**src/rtl/reset_sequencer_if.sv**
```systemverilog
// Signal bundle between reset_sequencer and the subsystem it resets.
// Carries the soft-reset request, the sequenced resets, status, and a debug view of the FSM state.
`timescale 1ns/1ps

interface reset_sequencer_if #(
  parameter int NUM_CH = 2
);
  // sw_rst_req is a single-cycle request pulse with no acknowledge. It is
  // honoured only when sampled high in RUN. Outputs are level signals that
  // are valid on every cycle.
  logic              sw_rst_req;
  logic [NUM_CH-1:0] rst_n_out;
  logic              seq_done;
  logic              rst_cause;
  logic [1:0]        dbg_state;

  modport master (
    input  sw_rst_req,
    output rst_n_out,
    output seq_done,
    output rst_cause,
    output dbg_state
  );

  modport slave (
    output sw_rst_req,
    input  rst_n_out,
    input  seq_done,
    input  rst_cause,
    input  dbg_state
  );
endinterface

```
**src/rtl/reset_sequencer.sv**
```systemverilog
// Synchronised reset release with hold time and staggered per-domain release, memories before core.
// Optional soft reset and reset-cause tracking are built when RESET_SEQ_SOFT_RST_EN is defined.
`timescale 1ns/1ps

module reset_sequencer #(
  parameter int SYNC_STAGES = 2,
  parameter int NUM_CH      = 2,
  parameter int HOLD_CYCLES = 16,
  parameter int GAP_CYCLES  = 1
) (
  input  logic                  clk_core,
  input  logic                  async_reset_n,
  reset_sequencer_if.master     bus
);

  localparam int CNT_MAX = (HOLD_CYCLES > GAP_CYCLES) ? HOLD_CYCLES : GAP_CYCLES;
  localparam int CNT_W   = $clog2(CNT_MAX + 1);
  localparam int IDX_W   = $clog2(NUM_CH) + 1;

  typedef enum logic [1:0] {
    ST_ASSERT  = 2'd0,
    ST_HOLD    = 2'd1,
    ST_RELEASE = 2'd2,
    ST_RUN     = 2'd3
  } state_e;

  state_e             state_q, state_d;
  logic [CNT_W-1:0]   cnt_q, cnt_d;
  logic [IDX_W-1:0]   idx_q, idx_d;
  logic [NUM_CH-1:0]  rst_q, rst_d;
  logic               done_q, done_d;
  logic [SYNC_STAGES-1:0] sync_q;
  logic               rel_sync;

  // Release path only: assertion bypasses these flops via the async clear.
  always_ff @(posedge clk_core or negedge async_reset_n) begin
    if (!async_reset_n) begin
      sync_q <= '0;
    end else begin
      sync_q <= {sync_q[SYNC_STAGES-2:0], 1'b1};
    end
  end

  assign rel_sync = sync_q[SYNC_STAGES-1];

  always_ff @(posedge clk_core or negedge async_reset_n) begin
    if (!async_reset_n) begin
      state_q <= ST_ASSERT;
      cnt_q   <= '0;
      idx_q   <= '0;
      rst_q   <= '0;
      done_q  <= 1'b0;
    end else begin
      state_q <= state_d;
      cnt_q   <= cnt_d;
      idx_q   <= idx_d;
      rst_q   <= rst_d;
      done_q  <= done_d;
    end
  end

  always_comb begin
    state_d = state_q;
    cnt_d   = cnt_q;
    idx_d   = idx_q;
    rst_d   = rst_q;
    done_d  = done_q;
    case (state_q)
      ST_ASSERT: begin
        if (rel_sync) begin
          state_d = ST_HOLD;
          cnt_d   = CNT_W'(HOLD_CYCLES - 1);
        end
      end
      ST_HOLD: begin
        if (cnt_q == '0) begin
          rst_d[0] = 1'b1;
          if (NUM_CH == 1) begin
            state_d = ST_RUN;
            done_d  = 1'b1;
          end else begin
            state_d = ST_RELEASE;
            cnt_d   = CNT_W'(GAP_CYCLES - 1);
            idx_d   = IDX_W'(1);
          end
        end else begin
          cnt_d = cnt_q - CNT_W'(1);
        end
      end
      ST_RELEASE: begin
        if (cnt_q == '0) begin
          // Decoded set avoids indexing with the wider channel index.
          for (int k = 0; k < NUM_CH; k++) begin
            if (idx_q == IDX_W'(k)) rst_d[k] = 1'b1;
          end
          if (idx_q == IDX_W'(NUM_CH - 1)) begin
            state_d = ST_RUN;
            done_d  = 1'b1;
          end else begin
            idx_d = idx_q + IDX_W'(1);
            cnt_d = CNT_W'(GAP_CYCLES - 1);
          end
        end else begin
          cnt_d = cnt_q - CNT_W'(1);
        end
      end
      ST_RUN: begin
`ifdef RESET_SEQ_SOFT_RST_EN
        // Soft reset skips the synchroniser: the request is already in clk_core.
        if (bus.sw_rst_req) begin
          state_d = ST_HOLD;
          cnt_d   = CNT_W'(HOLD_CYCLES - 1);
          idx_d   = '0;
          rst_d   = '0;
          done_d  = 1'b0;
        end
`endif
      end
      default: begin
        state_d = ST_ASSERT;
      end
    endcase
  end

`ifdef RESET_SEQ_SOFT_RST_EN
  logic cause_q;

  always_ff @(posedge clk_core or negedge async_reset_n) begin
    if (!async_reset_n) begin
      cause_q <= 1'b0;
    end else if ((state_q == ST_RUN) && bus.sw_rst_req) begin
      cause_q <= 1'b1;
    end
  end

  assign bus.rst_cause = cause_q;
`else
  assign bus.rst_cause = 1'b0;
`endif

  assign bus.rst_n_out = rst_q;
  assign bus.seq_done  = done_q;
  assign bus.dbg_state = state_q;

endmodule

```
**src/flat_wrapper.sv**
```systemverilog
// flat-port wrapper written by rule: the top's interface ports become plain ports
module reset_sequencer_flat 
#(
  parameter int SYNC_STAGES = 2,
  parameter int NUM_CH      = 2,
  parameter int HOLD_CYCLES = 16,
  parameter int GAP_CYCLES  = 1
)
  (clk_core, async_reset_n, bus_sw_rst_req, bus_rst_n_out, bus_seq_done, bus_rst_cause, bus_dbg_state);
  reset_sequencer_if #(.NUM_CH(NUM_CH)) bus_i ();
  input  logic clk_core;
  input  logic async_reset_n;
  input wire logic [$bits(bus_i.sw_rst_req)-1:0] bus_sw_rst_req;
  output wire logic [$bits(bus_i.rst_n_out)-1:0] bus_rst_n_out;
  output wire logic [$bits(bus_i.seq_done)-1:0] bus_seq_done;
  output wire logic [$bits(bus_i.rst_cause)-1:0] bus_rst_cause;
  output wire logic [$bits(bus_i.dbg_state)-1:0] bus_dbg_state;
  assign bus_i.sw_rst_req = bus_sw_rst_req;
  assign bus_rst_n_out = bus_i.rst_n_out;
  assign bus_seq_done = bus_i.seq_done;
  assign bus_rst_cause = bus_i.rst_cause;
  assign bus_dbg_state = bus_i.dbg_state;
  reset_sequencer #(.SYNC_STAGES(SYNC_STAGES), .NUM_CH(NUM_CH), .HOLD_CYCLES(HOLD_CYCLES), .GAP_CYCLES(GAP_CYCLES)) u_core (.clk_core(clk_core), .async_reset_n(async_reset_n), .bus(bus_i));
endmodule
```
**config.mk**
```make
export PLATFORM = sky130hd
export DESIGN_NAME = reset_sequencer_flat
export DESIGN_NICKNAME = d
export VERILOG_FILES = /design/src/rtl/reset_sequencer_if.sv /design/src/rtl/reset_sequencer.sv /design/src/flat_wrapper.sv
export SDC_FILE = /design/constraint.sdc
export NUM_CORES = 1
export LEC_CHECK = 0
export CAP_MARGIN = 20
export CORE_UTILIZATION = 25
export CTS_CLUSTER_DIAMETER = 40
export DETAILED_ROUTE_END_ITERATION = 7
export GPL_TIMING_DRIVEN = 0
export MAX_ROUTING_LAYER = met4
export PLACE_DENSITY = 0.48
export SYNTH_ARGS = -nofsm -noshare
export SYNTH_HDL_FRONTEND = slang
export SYNTH_SLANG_ARGS = --single-unit
```
**constraint.sdc**
```tcl
create_clock -name clk_core -period 2.1 [get_ports clk_core]
set_input_delay 0.42 -clock clk_core [delete_from_list [all_inputs] [get_ports clk_core]]
set_output_delay 0.42 -clock clk_core [all_outputs]
set_load 0.03 [all_outputs]
```
==> summary.txt <==
Run status
  • Status: finished, final reports clean

CTS
  • Number of CTS-inserted buffers: 3
  • Clock sink total: 13
  • CTS max path bufs: 2
  • TritonCTS clock tree: done
  • Root Driver: clkbuf_4
  • Worst-path clk slew: 0.07 ns
  • CTS Hold Bufs: 0
  • H-tree depth: 1
  • Skew-Pair Late Insertion Delay: 0.29 ns

Final layout
  • Layout area overhead: 19.0%
  • Antenna cell count: 0
  • Finished Layout Cells: between 100 and 150
  • Design area: 941 sq um
  • Final nets: 100
  • Multi-input gate area: 420 sq um
  • Register Area: 325 sq um
  • Layout filler cell count: 329
  • Share of layout cells above drive strength 1: between 15 and 20%
  • Core Util, Final: 31.1%

Place
  • Placed instance area: 906 sq um
  • Hpwl dp: between 1000 and 1500 um
  • Inst Count DP: 129
  • PortBufs: 6
  • Gpl congestion: 0.800

Global route
  • Vias in the first global route: around 560
  • GRT Util Overall: 9.98%
  • Initial antenna violation count: 0
  • Pin count of the biggest net entering global routing: 14
  • Global route total overflow: 0
  • First-pass GRT wire length: ~2400 um

STA
  • Slew Viols, Final: 0
  • Final setup vio count: 0
  • Fmax: 526 MHz
  • Tmin final: 1.90 ns
  • Unrepaired setup endpoints after global routing: no
  • Final hold viol count: 0
  • Rel. slew slack: between 60 and 70%
  • Measured slew at the worst slew-check pin: 0.582 ns
  • Hold Slack: 0.354 ns
  • Final Skew: 0.0177 ns
  • Final period util: 90.5%

Worst setup path
  • CP Max Fanout: 6
  • Startpoint Class: flop
  • Data required time of the worst path: 2.26 ns
  • CP Class: flop to flop
  • Arrival @ worst endpoint: about 2 ns
  • Crit end category: flop

Job
  • Max-cap viol count: 0

Yosys
  • Post-synth EDFFs: 0
  • Post-Syn Area: 791 sq um
  • Syn_area_per_cell: ~10 sq um
  • Cell taking the most area after synthesis: dfrtp_1
  • Ys flop type: dfrtp_1
  • Top-count cell post-synth: dfrtp_1
  • Seq cells post-synth: 13
  • Mapped Nets: 89
  • Most area-consuming cells after synthesis: dfrtp_1 (41%), ha_1 (11%), mux2i_1 (3.8%)
  • Gate Count Post-Synth: between 70 and 80
  • Sequential element share of the synthesized area: 41.1%
  • Synth unique cells: 33
  • Ys Warns: 0
  • Yosys top cell area share: 41.1%
  • Post-synth ARST share: 100%
  • Top cells by count, synth: dfrtp_1 (13), ha_1 (7), inv_1 (7), nand2_1 (7), a21oi_1 (4)

Routing
  • TritonRoute pass-1 iters: 4
  • Antenna-violating nets left: 0
  • DR vias/cell: approximately 4.2
  • DRT iter0 DRCs: 9
  • DR WL/cell: 10.5 um
  • DRC viols: 0
  • Final WL: ~1400 um
  • Vias: 557

Floorplanning
  • Num rows: 20
  • CORE AREA: about 3000 sq um
  • Initial Utilization: 26.1%
  • Die width: 58.2 um
  • Total Die Area: between 3000 and 4000 sq um
  • Io pins: 9
  • Die H: 58.2 um

Power
  • Maximum vdd drop: 0.429 mV
  • Leak pwr: about 0.39 nW
  • Pwr dens: ~1200 nW/um^2

Hold path
  • Type of the worst min-delay path: flop to flop
==> per-stage QoR <==
stage | setup TNS (ns) | total power, mW | worst slack [ns]
2_1_floorplan | 0 | 0.809 | 0.310
3_3_place_gp | 0 | 0.955 | 0.0102
3_5_place_dp | -0.000426 | 0.952 | -0.000426
4_1_cts | 0 | 1.13 | 0.166
5_1_grt | 0 | 1.21 | 0.0560
6_report | 0 | 1.11 | 0.199
==> sequential cells by signal (all words and copies together), names as in the netlist <==
signal,flops
u_core.cnt_q,5
u_core.idx_q,2
u_core.sync_q,2
u_core.bus.rst_n_out,2
u_core.bus.dbg_state,2
==> path summary, 6_finish.rpt <==
| path | startpoint | to | slack [ns] | depth (start not counted) |
|---|---|---|---|---|
| setup / recovery | u_core.cnt_q[0] | u_core.bus.dbg_state[1] | 0.20 | 6 |
| min in group asynchronous | async_reset_n | u_core.cnt_q[2] | 0.49 | 1 |
| hold reg to reg | u_core.sync_q[0] | u_core.sync_q[1] | 0.35 | 0 |
| max in group asynchronous | async_reset_n | u_core.sync_q[1] | 1.21 | 1 |
| setup reg to reg | u_core.cnt_q[0] | u_core.bus.dbg_state[1] | 0.20 | 6 |
| hold / removal | u_core.sync_q[0] | u_core.sync_q[1] | 0.35 | 0 |
==> final cells by class <==
cell class | instances | share of cell area (%)
multi-input cells | 55 | 44.7
inverters | 7 | 2.79
repair buffers | 6 | 6.38
clock buffers | 4 | 2.79
well taps | 44 | 5.85
flip-flops and latches | 13 | 34.6
plain buffers | 4 | 2.93
==> power by group <==
part / switching (mW) / internal, mW / leakage, nW
Sequential: 0.0619 / 0.305 / 0.155
Clock: 0.0872 / 0.0737 / 0.0150
Combinational: 0.324 / 0.258 / 0.220
==> placed cells by master (no fill, tap or decap), types with 4 or more instances in the layout <==
master | Yosys | layout
a21oi_1 | 4 | 4
clkdlybuf4s50_1 | 0 | 6
dfrtp_1 | 13 | 13
ha_1 | 7 | 7
inv_1 | 7 | 7
nand2_1 | 7 | 7
==> per-layer routing <==
layer | up-vias | share of wire [%] | GRT usage, %
met5 | - | 0 | -
met1 | 255 | 51 | 12.2
met2 | 10 | 43 | 15.1
met3 | 2 | 4.6 | 4.69
li1 | 290 | - | -
met4 | 0 | 0.72 | 2.04
==> kinds of logic (layout without fill, tap and decap cells) <==
group | Yosys count | in the layout | synth area share (%)
other | 2 | 2 | 0.950
multiplexers | 4 | 4 | 5.22
adder cells (fa/ha/maj) | 7 | 7 | 11.1
AND/OR/NAND/NOR | 20 | 20 | 14.6
buffers and inverters | 11 | 21 | 6.80
flip-flops | 13 | 13 | 41.1
AO/OA/AOI/OAI | 22 | 22 | 20.3
==> worst max-delay path, cell delays in order (launching register included) <==
cell and delay (ns):
dfrtp_1 0.39, inv_1 0.11, ha_1 0.25, nor4b_4 0.41
o21ai_2 0.15, a21oi_2 0.15, mux2_1 0.33
==> repair_timing <==
| action | in CTS | in global routing |
|---|---|---|
| endpoints found under the setup margin | 1 | 0 |
| resized for setup | 1 | 0 |
| setup buffers | 0 | 0 |
Note: power is estimated with default switching activity, not from simulation.
